`config.mk`:
```
export PLATFORM = sky130hd
export DESIGN_NAME = pipeline_hazard_controller
export DESIGN_NICKNAME = d
export VERILOG_FILES = /design/src/rtl/hazard_pkg.sv /design/src/rtl/forwarding_unit.sv /design/src/rtl/pipeline_hazard_controller.sv
export SDC_FILE = /design/constraint.sdc
export NUM_CORES = 1
export LEC_CHECK = 0
export ABC_AREA = 1
export BUFFER_PORTS_ARGS = -buffer_cell sky130_fd_sc_hd__clkbuf_2
export CAP_MARGIN = 20
export CORE_ASPECT_RATIO = 1.25
export CORE_MARGIN = 5
export CORE_UTILIZATION = 45
export CTS_BUF_LIST = sky130_fd_sc_hd__clkbuf_2
export CTS_CLUSTER_SIZE = 25
export DETAILED_ROUTE_END_ITERATION = 8
export PLACE_DENSITY = 0.7
export SYNTH_ARGS = -nofsm -noshare
export SYNTH_HDL_FRONTEND = slang
export SYNTH_SLANG_ARGS = --single-unit
```
`constraint.sdc`:
```
create_clock -name clk -period 4.55 [get_ports clk]
set_input_delay 0.91 -clock clk [delete_from_list [all_inputs] [get_ports clk]]
set_output_delay 0.91 -clock clk [all_outputs]
set_load 0.01 [all_outputs]
```
`src/rtl/hazard_pkg.sv`:
```
`default_nettype none
// ============================================================================
//  Module      : hazard_pkg
//  Description : Shared types and helpers for the pipeline hazard controller:
//                controller state encoding, forwarding-select codes and the
//                register-match helper (r0 never creates a dependency).
//  Revision    : 1.0 - initial release
// ============================================================================
package hazard_pkg;

  typedef enum logic [1:0] {
    RUN      = 2'd0,
    STALL    = 2'd1,
    MEM_WAIT = 2'd2
  } state_t;

  localparam logic [1:0] FWD_REG    = 2'b00;
  localparam logic [1:0] FWD_EX_MEM = 2'b01;
  localparam logic [1:0] FWD_WB     = 2'b10;

  // A producer register matches a consumer only when it is not r0.
  function automatic logic reg_match(input logic [4:0] dst, input logic [4:0] src);
    return (dst != 5'd0) && (dst == src);
  endfunction

endpackage
`default_nettype wire

```
`src/rtl/forwarding_unit.sv`:
```
`default_nettype none
// ============================================================================
//  Module      : forwarding_unit
//  Description : Purely combinational ALU operand forwarding selects.
//                The MEM-stage result is newer than the WB-stage result, so it
//                wins when both target the same source register.
//  Ports       : ID_EX_rs/_rt        in  5  EX-stage source registers
//                EX_MEM_rd/_reg_write in     MEM-stage destination / write enable
//                MEM_WB_rd/_reg_write in     WB-stage destination / write enable
//                forward_A/_B        out 2  operand selects (00 reg, 01 MEM, 10 WB)
//  Revision    : 1.0 - initial release
// ============================================================================
module forwarding_unit
  import hazard_pkg::*;
(
  input  logic [4:0] ID_EX_rs,
  input  logic [4:0] ID_EX_rt,
  input  logic [4:0] EX_MEM_rd,
  input  logic       EX_MEM_reg_write,
  input  logic [4:0] MEM_WB_rd,
  input  logic       MEM_WB_reg_write,
  output logic [1:0] forward_A,
  output logic [1:0] forward_B
);

  always_comb begin
    forward_A = FWD_REG;
    if (EX_MEM_reg_write && reg_match(EX_MEM_rd, ID_EX_rs)) begin
      forward_A = FWD_EX_MEM;
    end else if (MEM_WB_reg_write && reg_match(MEM_WB_rd, ID_EX_rs)) begin
      forward_A = FWD_WB;
    end
  end

  always_comb begin
    forward_B = FWD_REG;
    if (EX_MEM_reg_write && reg_match(EX_MEM_rd, ID_EX_rt)) begin
      forward_B = FWD_EX_MEM;
    end else if (MEM_WB_reg_write && reg_match(MEM_WB_rd, ID_EX_rt)) begin
      forward_B = FWD_WB;
    end
  end

endmodule
`default_nettype wire

```
`src/rtl/pipeline_hazard_controller.sv`:
```
`default_nettype none
// ============================================================================
//  Module      : pipeline_hazard_controller
//  Description : Hazard sequencer for a 5-stage pipeline. Generates forwarding
//                selects, load-use / branch-operand bubbles, branch and jump
//                redirects, whole-pipe freeze during multi-cycle data-memory
//                accesses, a sticky memory-timeout flag and saturating
//                performance counters.
//  Ports       : clk, rst (async, active-low)
//                IF_ID_*/ID_EX_*/EX_MEM_*/MEM_WB_*  pipeline register fields
//                branch, jump, equal                decoder / comparator in ID
//                dmem_req, dmem_ready               data-memory handshake
//                pc_write, IF_ID_write, IF_ID_flush, mux_hz_sel, pipe_hold,
//                pc_src, pc_jump, forward_A/_B      datapath controls
//                mem_err                            sticky timeout flag
//                cyc_cnt, stall_cnt, flush_cnt      saturating counters
//  Revision    : 1.0 - initial release
// ============================================================================
module pipeline_hazard_controller
  import hazard_pkg::*;
#(
  parameter int MEM_TIMEOUT = 16,
  parameter int CNT_W       = 16
) (
  input  logic             clk,
  input  logic             rst,
  input  logic [4:0]       IF_ID_rs,
  input  logic [4:0]       IF_ID_rt,
  input  logic [4:0]       ID_EX_rs,
  input  logic [4:0]       ID_EX_rt,
  input  logic [4:0]       ID_EX_dst,
  input  logic             ID_EX_mem_read,
  input  logic             ID_EX_reg_write,
  input  logic [4:0]       EX_MEM_rd,
  input  logic             EX_MEM_reg_write,
  input  logic             EX_MEM_mem_read,
  input  logic [4:0]       MEM_WB_rd,
  input  logic             MEM_WB_reg_write,
  input  logic             branch,
  input  logic             jump,
  input  logic             equal,
  input  logic             dmem_req,
  input  logic             dmem_ready,
  output logic             pc_write,
  output logic             IF_ID_write,
  output logic             IF_ID_flush,
  output logic             mux_hz_sel,
  output logic             pipe_hold,
  output logic             pc_src,
  output logic             pc_jump,
  output logic [1:0]       forward_A,
  output logic [1:0]       forward_B,
  output logic             mem_err,
  output logic [CNT_W-1:0] cyc_cnt,
  output logic [CNT_W-1:0] stall_cnt,
  output logic [CNT_W-1:0] flush_cnt
);

  localparam int              TMO_W    = (MEM_TIMEOUT > 1) ? $clog2(MEM_TIMEOUT) : 1;
  localparam logic [TMO_W-1:0] TMO_LAST = TMO_W'(MEM_TIMEOUT - 1);

  state_t           state, state_nxt;
  logic [1:0]       bubbles, bubbles_nxt;
  logic [TMO_W-1:0] tmo, tmo_nxt;
  logic             set_err;
  logic             mem_busy;
  logic [1:0]       need;
  logic             ex_hit, mem_hit;

  forwarding_unit u_fwd (
    .ID_EX_rs         (ID_EX_rs),
    .ID_EX_rt         (ID_EX_rt),
    .EX_MEM_rd        (EX_MEM_rd),
    .EX_MEM_reg_write (EX_MEM_reg_write),
    .MEM_WB_rd        (MEM_WB_rd),
    .MEM_WB_reg_write (MEM_WB_reg_write),
    .forward_A        (forward_A),
    .forward_B        (forward_B)
  );

  assign mem_busy = dmem_req & ~dmem_ready;
  assign ex_hit   = reg_match(ID_EX_dst, IF_ID_rs) | reg_match(ID_EX_dst, IF_ID_rt);
  assign mem_hit  = reg_match(EX_MEM_rd, IF_ID_rs) | reg_match(EX_MEM_rd, IF_ID_rt);

  // Bubbles required by the instruction in ID. A branch compares in ID, so a
  // load feeding it from EX needs the load to reach WB (two bubbles).
  always_comb begin
    need = 2'd0;
    if (branch && ID_EX_mem_read && ex_hit) begin
      need = 2'd2;
    end else if ((ID_EX_mem_read && ex_hit) ||
                 (branch && ID_EX_reg_write && !ID_EX_mem_read && ex_hit) ||
                 (branch && EX_MEM_mem_read && mem_hit)) begin
      need = 2'd1;
    end
  end

  always_comb begin
    state_nxt   = state;
    bubbles_nxt = bubbles;
    tmo_nxt     = tmo;
    set_err     = 1'b0;
    pc_write    = 1'b1;
    IF_ID_write = 1'b1;
    IF_ID_flush = 1'b0;
    mux_hz_sel  = 1'b0;
    pipe_hold   = 1'b0;
    pc_src      = 1'b0;
    pc_jump     = 1'b0;
    case (state)
      RUN: begin
        if (mem_busy) begin
          pc_write    = 1'b0;
          IF_ID_write = 1'b0;
          pipe_hold   = 1'b1;
          tmo_nxt     = '0;
          state_nxt   = MEM_WAIT;
        end else if (need != 2'd0) begin
          pc_write    = 1'b0;
          IF_ID_write = 1'b0;
          mux_hz_sel  = 1'b1;
          bubbles_nxt = need - 2'd1;
          if (need > 2'd1) state_nxt = STALL;
        end else if (jump) begin
          pc_jump     = 1'b1;
          IF_ID_flush = 1'b1;
        end else if (branch && equal) begin
          pc_src      = 1'b1;
          IF_ID_flush = 1'b1;
        end
      end
      STALL: begin
        // A memory access in MEM must still freeze the pipe; the owed bubbles
        // are kept and resumed once memory releases.
        if (mem_busy) begin
          pc_write    = 1'b0;
          IF_ID_write = 1'b0;
          pipe_hold   = 1'b1;
          tmo_nxt     = '0;
          state_nxt   = MEM_WAIT;
        end else begin
          pc_write    = 1'b0;
          IF_ID_write = 1'b0;
          mux_hz_sel  = 1'b1;
          if (bubbles <= 2'd1) begin
            bubbles_nxt = 2'd0;
            state_nxt   = RUN;
          end else begin
            bubbles_nxt = bubbles - 2'd1;
          end
        end
      end
      MEM_WAIT: begin
        if (dmem_ready) begin
          // Releasing with bubbles still owed keeps the PC frozen so the
          // stalled instruction in ID cannot slip past its hazard.
          if (bubbles != 2'd0) begin
            pc_write    = 1'b0;
            IF_ID_write = 1'b0;
            mux_hz_sel  = 1'b1;
            state_nxt   = STALL;
          end else begin
            state_nxt   = RUN;
          end
        end else begin
          pc_write    = 1'b0;
          IF_ID_write = 1'b0;
          pipe_hold   = 1'b1;
          if (tmo == TMO_LAST) begin
            set_err = 1'b1;
          end else begin
            tmo_nxt = tmo + TMO_W'(1);
          end
        end
      end
      default: begin
        state_nxt   = RUN;
        bubbles_nxt = 2'd0;
      end
    endcase
  end

  always_ff @(posedge clk or negedge rst) begin
    if (!rst) begin
      state     <= RUN;
      bubbles   <= 2'd0;
      tmo       <= '0;
      mem_err   <= 1'b0;
      cyc_cnt   <= '0;
      stall_cnt <= '0;
      flush_cnt <= '0;
    end else begin
      state   <= state_nxt;
      bubbles <= bubbles_nxt;
      tmo     <= tmo_nxt;
      if (set_err) mem_err <= 1'b1;
      if (cyc_cnt != '1) cyc_cnt <= cyc_cnt + CNT_W'(1);
      if ((mux_hz_sel || pipe_hold) && (stall_cnt != '1)) stall_cnt <= stall_cnt + CNT_W'(1);
      if (IF_ID_flush && (flush_cnt != '1)) flush_cnt <= flush_cnt + CNT_W'(1);
    end
  end

endmodule
`default_nettype wire

```
; ---- After elaboration in Yosys (flattened, before gate mapping)
; Index checks and enable logic that the tools add are counted.
[word_totals]
ff_bits = 57
wordCells = 135
[classes]
addsub = 6
magnitude_cmp = 2
n_eq_ne = 24
n_mux = 53
bitwise_logic = 5
n_reduce_logical = 38
[op_table]
columns = operator, count
row1 = $add A16 B1 Y16 const B, 3
row2 = $ne A16 B16 Y1 const B, 3
row3 = $eq A5 B5 Y1, 8
row4 = $mux W2, 15
row5 = $mux W1, 29
row6 = $logic_and A1 B1 Y1, 23
row7 = $reduce_bool A5 Y1, 3
row8 = $mux W4, 3
row9 = $ne A2 B2 Y1 const B, 6
row10 = $pmux W2 S3, 2
row11 = $reduce_and A4 Y1, 3
row12 = $ne A3 B3 Y1 const B, 3
row13 = $pmux W4 S2, 1
row14 = $pmux W1 S3, 2
row15 = $reduce_bool A2 Y1, 3
row16 = $add A4 B1 Y4 const B, 1
row17 = $eq A4 B4 Y1 const B, 1
row18 = $sub A2 B1 Y2 const B, 2
row19 = $logic_or A1 B1 Y1, 3
row20 = $eq A2 B1 Y1 const B, 1
row21 = $eq A2 B2 Y1 const B, 1
row22 = $gt A2 B1 Y1 const B, 1
row23 = $le A2 B1 Y1 const B, 1
row24 = $logic_not A2 Y1, 1
row25 = other kinds (7), 9

; ---- Depth between registers and ports, before layout
; Gate-level depths: netlist (run 1).
[logic_depth]
ltp_word = 14
mapped_depth = 13
ltp_nobuf = 13

; ---- By module
; A second synthesis (run 1) with hierarchy kept.
[hier_totals]
cells_unflattened = 627
area_unflattened_um2 = 4179.0
[modules_own_cells]
columns = mod, n_inst, cells_per_inst, area_per_inst_um2, seq_area_each_um2
row1 = pipeline_hazard_controller, 1, 516, 3749.8, 1426.4
row2 = forwarding_unit, 1, 111, 429.2, 0.0

; ---- Least setup slack after synthesis (run 1)
; Ideal clock, no wire load.
[synth_timing]
kind = input port to output port
start = in EX_MEM_rd[3]
end = out pc_src
t_arrival_ps = 2125
path_slack_ps = 1515
stages = 9
path_buffers = 2
path_cell_list = inv_1 -> nand4_1 -> nand3_1 -> inv_1 -> nand2_1 -> nand4_1 -> buf_4 -> buf_4 -> nor3_1
[synth_between]
elab_chain_len = 11
elab_cells_between_ends = 14
classes_between = eq/ne: 2 / mux: 5 / bitwise: 1 / reduce/logical: 6
[synth_lines]
columns = item, line_no
row1 = start: declaration, pipeline_hazard_controller.sv:34  ; input logic [4:0] EX_MEM_rd,
row2 = $eq A5 B5 Y1 or $reduce_bool A5 Y1 (tied branches), hazard_pkg.sv:23  ; return (dst != 5'd0) && (dst == src);
row3 = $logic_and A1 B1 Y1, hazard_pkg.sv:23
row4 = $or A1 B1 Y1 *, pipeline_hazard_controller.sv:83  ; assign mem_hit = reg_match(EX_MEM_rd, IF_ID_rs) | reg_match(EX_MEM_rd, IF_ID_rt);
row5 = $logic_and A1 B1 Y1 *, pipeline_hazard_controller.sv:93  ; (branch && EX_MEM_mem_read && mem_hit)) begin
row6 = $logic_or A1 B1 Y1 *, pipeline_hazard_controller.sv:92  ; (branch && ID_EX_reg_write && !ID_EX_mem_read && ex_hit) ||
row7 = $mux W1 *, pipeline_hazard_controller.sv:91  ; end else if ((ID_EX_mem_read && ex_hit) ||
row8 = $mux W2 *, pipeline_hazard_controller.sv:89  ; if (branch && ID_EX_mem_read && ex_hit) begin
row9 = $reduce_bool A2 Y1 *, pipeline_hazard_controller.sv:118  ; end else if (need != 2'd0) begin
row10 = $mux W1 *, pipeline_hazard_controller.sv:118
row11 = $mux W1 *, pipeline_hazard_controller.sv:112  ; if (mem_busy) begin
row12 = $mux W1 *, pipeline_hazard_controller.sv:110  ; case (state)
row13 = end: declaration, pipeline_hazard_controller.sv:49  ; output logic pc_src,
; Mark *: on every way between the ends. The rest lies on a longest branch, timed or not.

; ---- Final worst setup path (run 1)
; Same ends and word-level chain as after synthesis.

==> results.sh, run 1 <==
export IMPL_status="finished clean"
export IMPL_synth_avg_cell_area_um2=7.049
export IMPL_cts_setup_buffers=0
export IMPL_critical_path_buf_inv_count=5
export IMPL_die_h_um=115.7
export IMPL_ys_top_cells_by_area="dfrtp_1 35%, nand2_1 16%, xor2_1 8.7%, inv_1 6.9%, nand3_1 6.5%"
export IMPL_post_cts_resized=0
export IMPL_grt_setup_unrepaired="no"
export IMPL_nNetsFinal=733
export IMPL_io_buffers=106
export IMPL_root_buffer="clkbuf_2"
export IMPL_grt_usage=0.1955
export IMPL_endpoint_kind="output pin"
export IMPL_core_um2=8701
export IMPL_hold_buffers=0
export IMPL_final_common_cell="nand2_1"
export IMPL_cp_required_ns=3.64
export IMPL_relSlewSlack=0.5317
export IMPL_skew_ns=0.03549
export IMPL_fin_ws_ns=1.399
export IMPL_max_stage_delay_ns=0.22
export IMPL_htree_levels=3
export IMPL_tns_ns=0
export IMPL_layout_drive_gt1_share=0.1980
export IMPL_grt_pass1_wl_mm=17.42
export IMPL_leakage_nw=2.548
export IMPL_numCtsBuffers=9
export IMPL_critical_path_class="in -> out"
export IMPL_grt_pass1_vias=4028
export IMPL_cts_tree="done"
export IMPL_yosysTopAreaCell="dfrtp_1"
export IMPL_ys_warn_count=0
export IMPL_num_rows=38
export IMPL_postSynthCellCount=571
export IMPL_drc_errors=0
export IMPL_path_delay_family="simple AND/OR/NAND/NOR gates"
export IMPL_synth_xor_area_frac=0.1175
export IMPL_critPathArrivalTime_ns=2.24
export IMPL_synth_edf_count=0
export IMPL_syn_area_um2=4025
export IMPL_hold_path_class="reg -> reg"
export IMPL_drv_cap=0
export IMPL_wl_per_cell_um=12.16
export IMPL_period_needed_ns=3.151
export IMPL_total_power_w=0.001477
export IMPL_clk_path_buf_depth=2
export IMPL_finalMaxSlewViolations=0
export IMPL_globalplace_congestion=0.8509
export IMPL_grt_overflow=0
export IMPL_yosys_most_used_dff="dfrtp_1"
export IMPL_ys_seq_area_frac=0.3544
export IMPL_path_max_fanout=20
export IMPL_dp_hpwl_mm=7.696
export IMPL_start_util=0.4626
export IMPL_drt_iter0_drc=132
export IMPL_syn_num_nets=622
export IMPL_die_x_um=94.59
export IMPL_syn2layout_area_growth_pct=18.40
export IMPL_min_period_over_period=0.6925
export IMPL_synthDistinctLibCells=38
export IMPL_detail_route_first_pass_iterations=4
export IMPL_pwr_density_cell_nw_per_um2=309.9
export IMPL_cts_sinks=57
export IMPL_synth_simple_gate_area_frac=0.3895
export IMPL_ir_drop_v=0.0002922
export IMPL_ant_nets=0
export IMPL_synth_top_cell_area_share=0.3544
export IMPL_worstSkewPairLatency_ns=0.50
export IMPL_ys_ff_latch=57
export IMPL_antenna_found_initial=0
export IMPL_worstSetupStartpointType="primary input"
export IMPL_synthMuxAreaShare=0
export IMPL_crit_slowest_cell="buf_4"
export IMPL_critical_path_cell_chain="clkbuf_2 -> inv_1 -> nand4_1 -> nand3_1 -> inv_1 -> nand2_1 -> nand4_1 -> buf_4 -> nor3_1 -> clkbuf_2"
export IMPL_vias_per_cell=5.022
export IMPL_num_antenna_cells=0
export IMPL_synthAdderAreaFrac=0.01243
export IMPL_max_freq_ghz=0.3174
export IMPL_vias=4053
export IMPL_hold_viol_final=0
export IMPL_clk_pin_slew_worst_paths_ns=0.16
export IMPL_die_area_um2=10950
export IMPL_synth_top_family_by_area="simple AND/OR/NAND/NOR gates"
export IMPL_io_pins=107
export IMPL_dp_slack_ns=1.392
export IMPL_finalSetupViolations=0
export IMPL_layout_common_cells="172 x nand2_1, 115 x clkbuf_2, 74 x inv_1, 57 x dfrtp_1, 54 x nor2_1"
export IMPL_synth_compound_area_share=0.03730
export IMPL_grt_max_degree=58
export IMPL_synthArstFlopShare=1.000
export IMPL_routed_wl_mm=9.816
export IMPL_tightest_slew_ns=0.7025
[report_power, final]
group	switching (W)	total, W	internal (W)
combinational	0.000315	0.000502	0.000187
sequential	0.0000859	0.000655	0.000569
clock	0.000198	0.000320	0.000121
total	0.000599	0.00148	0.000877
[path summary, 6_finish.rpt]
kind	startpoint	to	slack [ns]	depth (start not counted)
worst max register to register	stall_cnt[0]$_DFFE_PN0P_	stall_cnt[11]$_DFFE_PN0P_	2.30	7
min in group asynchronous	rst	cyc_cnt[8]$_DFFE_PN0P_	0.52	2
worst min-delay path	mem_err$_DFFE_PN0P_	mem_err$_DFFE_PN0P_	0.48	1
worst min register to register	mem_err$_DFFE_PN0P_	mem_err$_DFFE_PN0P_	0.48	1
worst max-delay path	EX_MEM_rd[3]	pc_src	1.40	10
max in group asynchronous	rst	flush_cnt[2]$_DFFE_PN0P_	3.55	2
[metrics by stage]
stage | utilization | hold WS (ns) | std cells | cell area [um^2]
finish | 0.5477 | 0.4785 | 807 | 4766
global route | 0.5477 | 0.5124 | 807 | 4766
CTS | 0.5477 | 0.4859 | 807 | 4766
detailed placement | 0.5355 | 0.4498 | 791 | 4659
global placement | 0.5355 | 0.4441 | 791 | 4659
floorplan | - | 0.4870 | 571 | 4025
[final cells by class]
type / count / area [um^2]
inverter: 75 / 281.5
multi-input combinational: 429 / 2241
clock buffer: 9 / 45.04
tap: 120 / 150.1
sequential: 57 / 1426
timing repair buffer: 110 / 560.5
clock inverter: 7 / 61.31
fill: 877 / 3935
[cell families after synthesis]
kind of cell,after synthesis
simple gates,348
compound gates,23
flops,57
xor+xnor,54
buf+inv,85
fa+ha+maj,4
[Yosys cell counts, types with 2 or more instances]
master / count
nand4_1: 26
xnor2_1: 14
nand3_4: 2
nor2_1: 54
a21o_1: 3
nand2_1: 172
nand3_1: 52
xor2_1: 40
clkbuf_1: 2
nor2_2: 2
nor3_1: 24
ha_1: 4
buf_4: 5
o22ai_1: 2
a21oi_1: 4
inv_1: 74
dfrtp_1: 57
or2_2: 2
o21ai_0: 6
o2111ai_1: 2
nor4_1: 7
[layer usage]
metal | track usage | part of all wire | wire [um]
met4 | 0.08470 | 0.020 | 199
met5 | 0 | 0 | 0
met1 | 0.2380 | 0.43 | 4246
met2 | 0.3348 | 0.49 | 4812
met3 | 0.03961 | 0.057 | 557
[state kept, by name, summed over array words and instances (netlist names)]
register / flops
tmo: 4
flush_cnt: 16
stall_cnt: 16
cyc_cnt: 16
mem_err: 1
state: 2
bubbles: 2
Note: power is estimated with default switching activity, not from simulation.
==> run 2, diff against run 1 <==
ABC_AREA = 0   (was 1)
PLACE_DENSITY = 0.75   (was 0.7)
clock period = 2.5 ns   (was 4.55 ns; I/O delays follow)
==> results.sh, run 2 <==
export IMPL_status="finished with violations"
export IMPL_violations="negative setup slack"
export IMPL_wl_per_cell_um=15.12
export IMPL_layout_drive_gt1_share=0.3776
export IMPL_grt_overflow=0
export IMPL_die_area_um2=9335
export IMPL_ys_ff_latch=57
export IMPL_critical_path_class="in -> out"
export IMPL_place_area_um2=4185
export IMPL_drc_errors=0
export IMPL_p_int_w=0.001887
export IMPL_cts_sinks=57
export IMPL_stdcell_area_um2=4576
export IMPL_synth_edf_count=0
export IMPL_path_max_fanout=4
export IMPL_total_power_w=0.002833
export IMPL_ys_warn_count=0
export IMPL_grt_usage=0.1933
export IMPL_cp_required_ns=2.00
export IMPL_synth_common_cells="57 x dfrtp_1, 51 x xor2_1, 31 x xnor2_1"
export IMPL_vias=3076
export IMPL_grt_met2_usage=0.3324
export IMPL_ys_top_cells_by_area="dfrtp_1 42%, xor2_1 13%, xnor2_1 8.1%, nand3_1 4.0%, nor2_1 3.2%"
export IMPL_drv_cap=0
export IMPL_die_x_um=87.43
export IMPL_globalplace_congestion=0.8657
export IMPL_synth_most_common_cell="dfrtp_1"
export IMPL_path_delay_family="simple AND/OR/NAND/NOR gates"
export IMPL_syn_area_um2=3372
export IMPL_clk_pin_slew_worst_paths_ns=0.16
export IMPL_tightest_slew_ns=0.6699
export IMPL_worstSkewPairLatency_ns=0.49
export IMPL_synth_avg_cell_area_um2=9.746
export IMPL_hold_path_class="in -> reg"
export IMPL_power_switching_w=0.0009456
export IMPL_io_buffers=106
export IMPL_swShare=0.3338
export IMPL_ir_drop_v=0.0003689
export IMPL_reg_top3="cyc_cnt x16, flush_cnt x16, stall_cnt x16"
export IMPL_reg2reg_depth=8
export IMPL_grt_setup_unrepaired="yes"
export IMPL_cts_tree="done"
export IMPL_yosys_most_used_dff="dfrtp_1"
export IMPL_layout_common_cells="105 x clkbuf_2, 56 x dfrtp_1, 44 x xor2_1, 31 x xnor2_1"
export IMPL_endpoint_kind="output pin"
export IMPL_leakage_nw=2.275
export IMPL_fin_util=0.6219
export IMPL_clk_path_buf_depth=2
export IMPL_syn_num_nets=397
export IMPL_hold_viol_final=0
export IMPL_detail_route_first_pass_iterations=4
export IMPL_met1_usage=0.2315
export IMPL_critical_path_buf_inv_count=3
export IMPL_numCtsBuffers=9
export IMPL_critical_path_cell_chain="buf_6 -> or4_4 -> nor2_4 -> o32ai_4 -> buf_12 -> nor3_4 -> and4b_1 -> buf_2"
export IMPL_relSlewSlack=0.5534
export IMPL_antenna_found_initial=0
export IMPL_max_stage_delay_ns=0.54
export IMPL_yosysTopAreaCell="dfrtp_1"
export IMPL_num_antenna_cells=0
export IMPL_power_frac_seq=0.428
export IMPL_postSynthCellCount=346
export IMPL_top_usage_layer="met2"
export IMPL_synthArstFlopShare=1.000
export IMPL_die_h_um=106.8
export IMPL_clkPwrFrac=0.279
export IMPL_htree_levels=3
export IMPL_synthDistinctLibCells=47
export IMPL_routed_wl_mm=8.802
export IMPL_max_freq_ghz=0.3903
export IMPL_tns_ns=-0.1205
export IMPL_start_util=0.4583
export IMPL_worstSetupStartpointType="primary input"
export IMPL_nNetsFinal=536
export IMPL_critPathArrivalTime_ns=2.06
export IMPL_final_common_cell="clkbuf_2"
export IMPL_core_um2=7357
export IMPL_crit_slowest_cell="or4_4"
export IMPL_power_frac_comb=0.293
export IMPL_min_period_over_period=1.025
export IMPL_synth_top_cell_area_share=0.4230
export IMPL_dp_hpwl_mm=6.708
export IMPL_grt_pass1_wl_mm=14.32
export IMPL_finalSetupViolations=4
export IMPL_crit_cells=8
export IMPL_pwr_density_cell_nw_per_um2=619.0
export IMPL_whs_ns=0.3661
export IMPL_period_needed_ns=2.562
export IMPL_io_pins=107
export IMPL_syn2layout_area_growth_pct=35.70
export IMPL_grt_pass1_vias=3088
export IMPL_fin_ws_ns=-0.06199
export IMPL_num_rows=35
export IMPL_gr_usage_met3=0.04689
export IMPL_drt_iter0_drc=157
export IMPL_ant_nets=0
export IMPL_grt_max_degree=27
export IMPL_vias_per_cell=5.285
export IMPL_hold_depth=3
export IMPL_skew_ns=0.02794
export IMPL_finalMaxSlewViolations=0
export IMPL_root_buffer="clkbuf_2"
export IMPL_ys_seq_area_frac=0.4230
-- run 2: power by group through the flow --
stage	combinational, W	clock (W)	sequential (W)
after detailed placement	0.000772	0	0.00123
final	0.000829	0.000790	0.00121
after global routing	0.000921	0.000854	0.00124
after floorplan	0.000416	0	0.00124
after CTS	0.000795	0.000809	0.00121
after global placement	0.000749	0	0.00122
-- run 2: final cells by class --
class / count / area, um^2
fill: 598 / 2781
clock inverter: 6 / 106.4
sequential: 57 / 1428
timing repair buffer: 139 / 859.6
inverter: 6 / 22.52
tap: 92 / 115.1
multi-input combinational: 272 / 1994
clock buffer: 10 / 50.05
-- run 2: what timing repair did --
| item | CTS | global route |
|---|---|---|
| gates resized for setup | 5 | 37 |
| hold buffers | 1 | 0 |
| hold endpoints to repair | 14 | 0 |
| setup buffers | 2 | 5 |
| pin swaps | 3 | 16 |
| endpoints found under the setup margin | 6 | 6 |
-- run 2: stage by stage --
step / setup WS, ns / instances
floorplan: 0.03036 / 346
global placement: -0.07405 / 558
detailed placement: -0.1148 / 558
CTS: -0.07767 / 577
global route: -0.1313 / 582
finish: -0.06199 / 582
-- run 2: kinds of logic (layout without fill, tap and decap cells) --
family	Yosys count	after routing	synth area share
buffers and inverters	17	161	0.02301
and+or+nand+nor	155	155	0.2460
xor gates and xnor gates	83	83	0.2178
muxes	5	5	0.01633
adders and majority gates	4	4	0.01484
DFF	57	57	0.4230
AOI/OAI and AO/OA	25	25	0.05900
-- run 2: layer usage --
layer,share of wire,vias up
met1,0.39,1475
met4,0.020,0
met2,0.52,114
met5,0,-
met3,0.065,15
li1,-,1472
-- run 2: path summary, 6_finish.rpt --
check                                                 end                     start  slack (ns)
worst max-delay path                               pc_src              ID_EX_dst[1]       -0.06
worst min-delay path                 state[0]$_DFFE_PN0P_                dmem_ready        0.37
worst max register to register  flush_cnt[13]$_DFFE_PN0P_  flush_cnt[0]$_DFFE_PN0P_        0.34
worst min register to register        mem_err$_DFFE_PN0P_       mem_err$_DFFE_PN0P_        0.49
max in group asynchronous         cyc_cnt[13]$_DFFE_PN0P_                       rst        1.16
min in group asynchronous        stall_cnt[5]$_DFFE_PN0P_                       rst        0.55
-- run 2: worst min-delay path, cell delays in order --
cell and delay (ns):
clkbuf_2 0.14, nand2_1 0.10, nand3_1 0.08
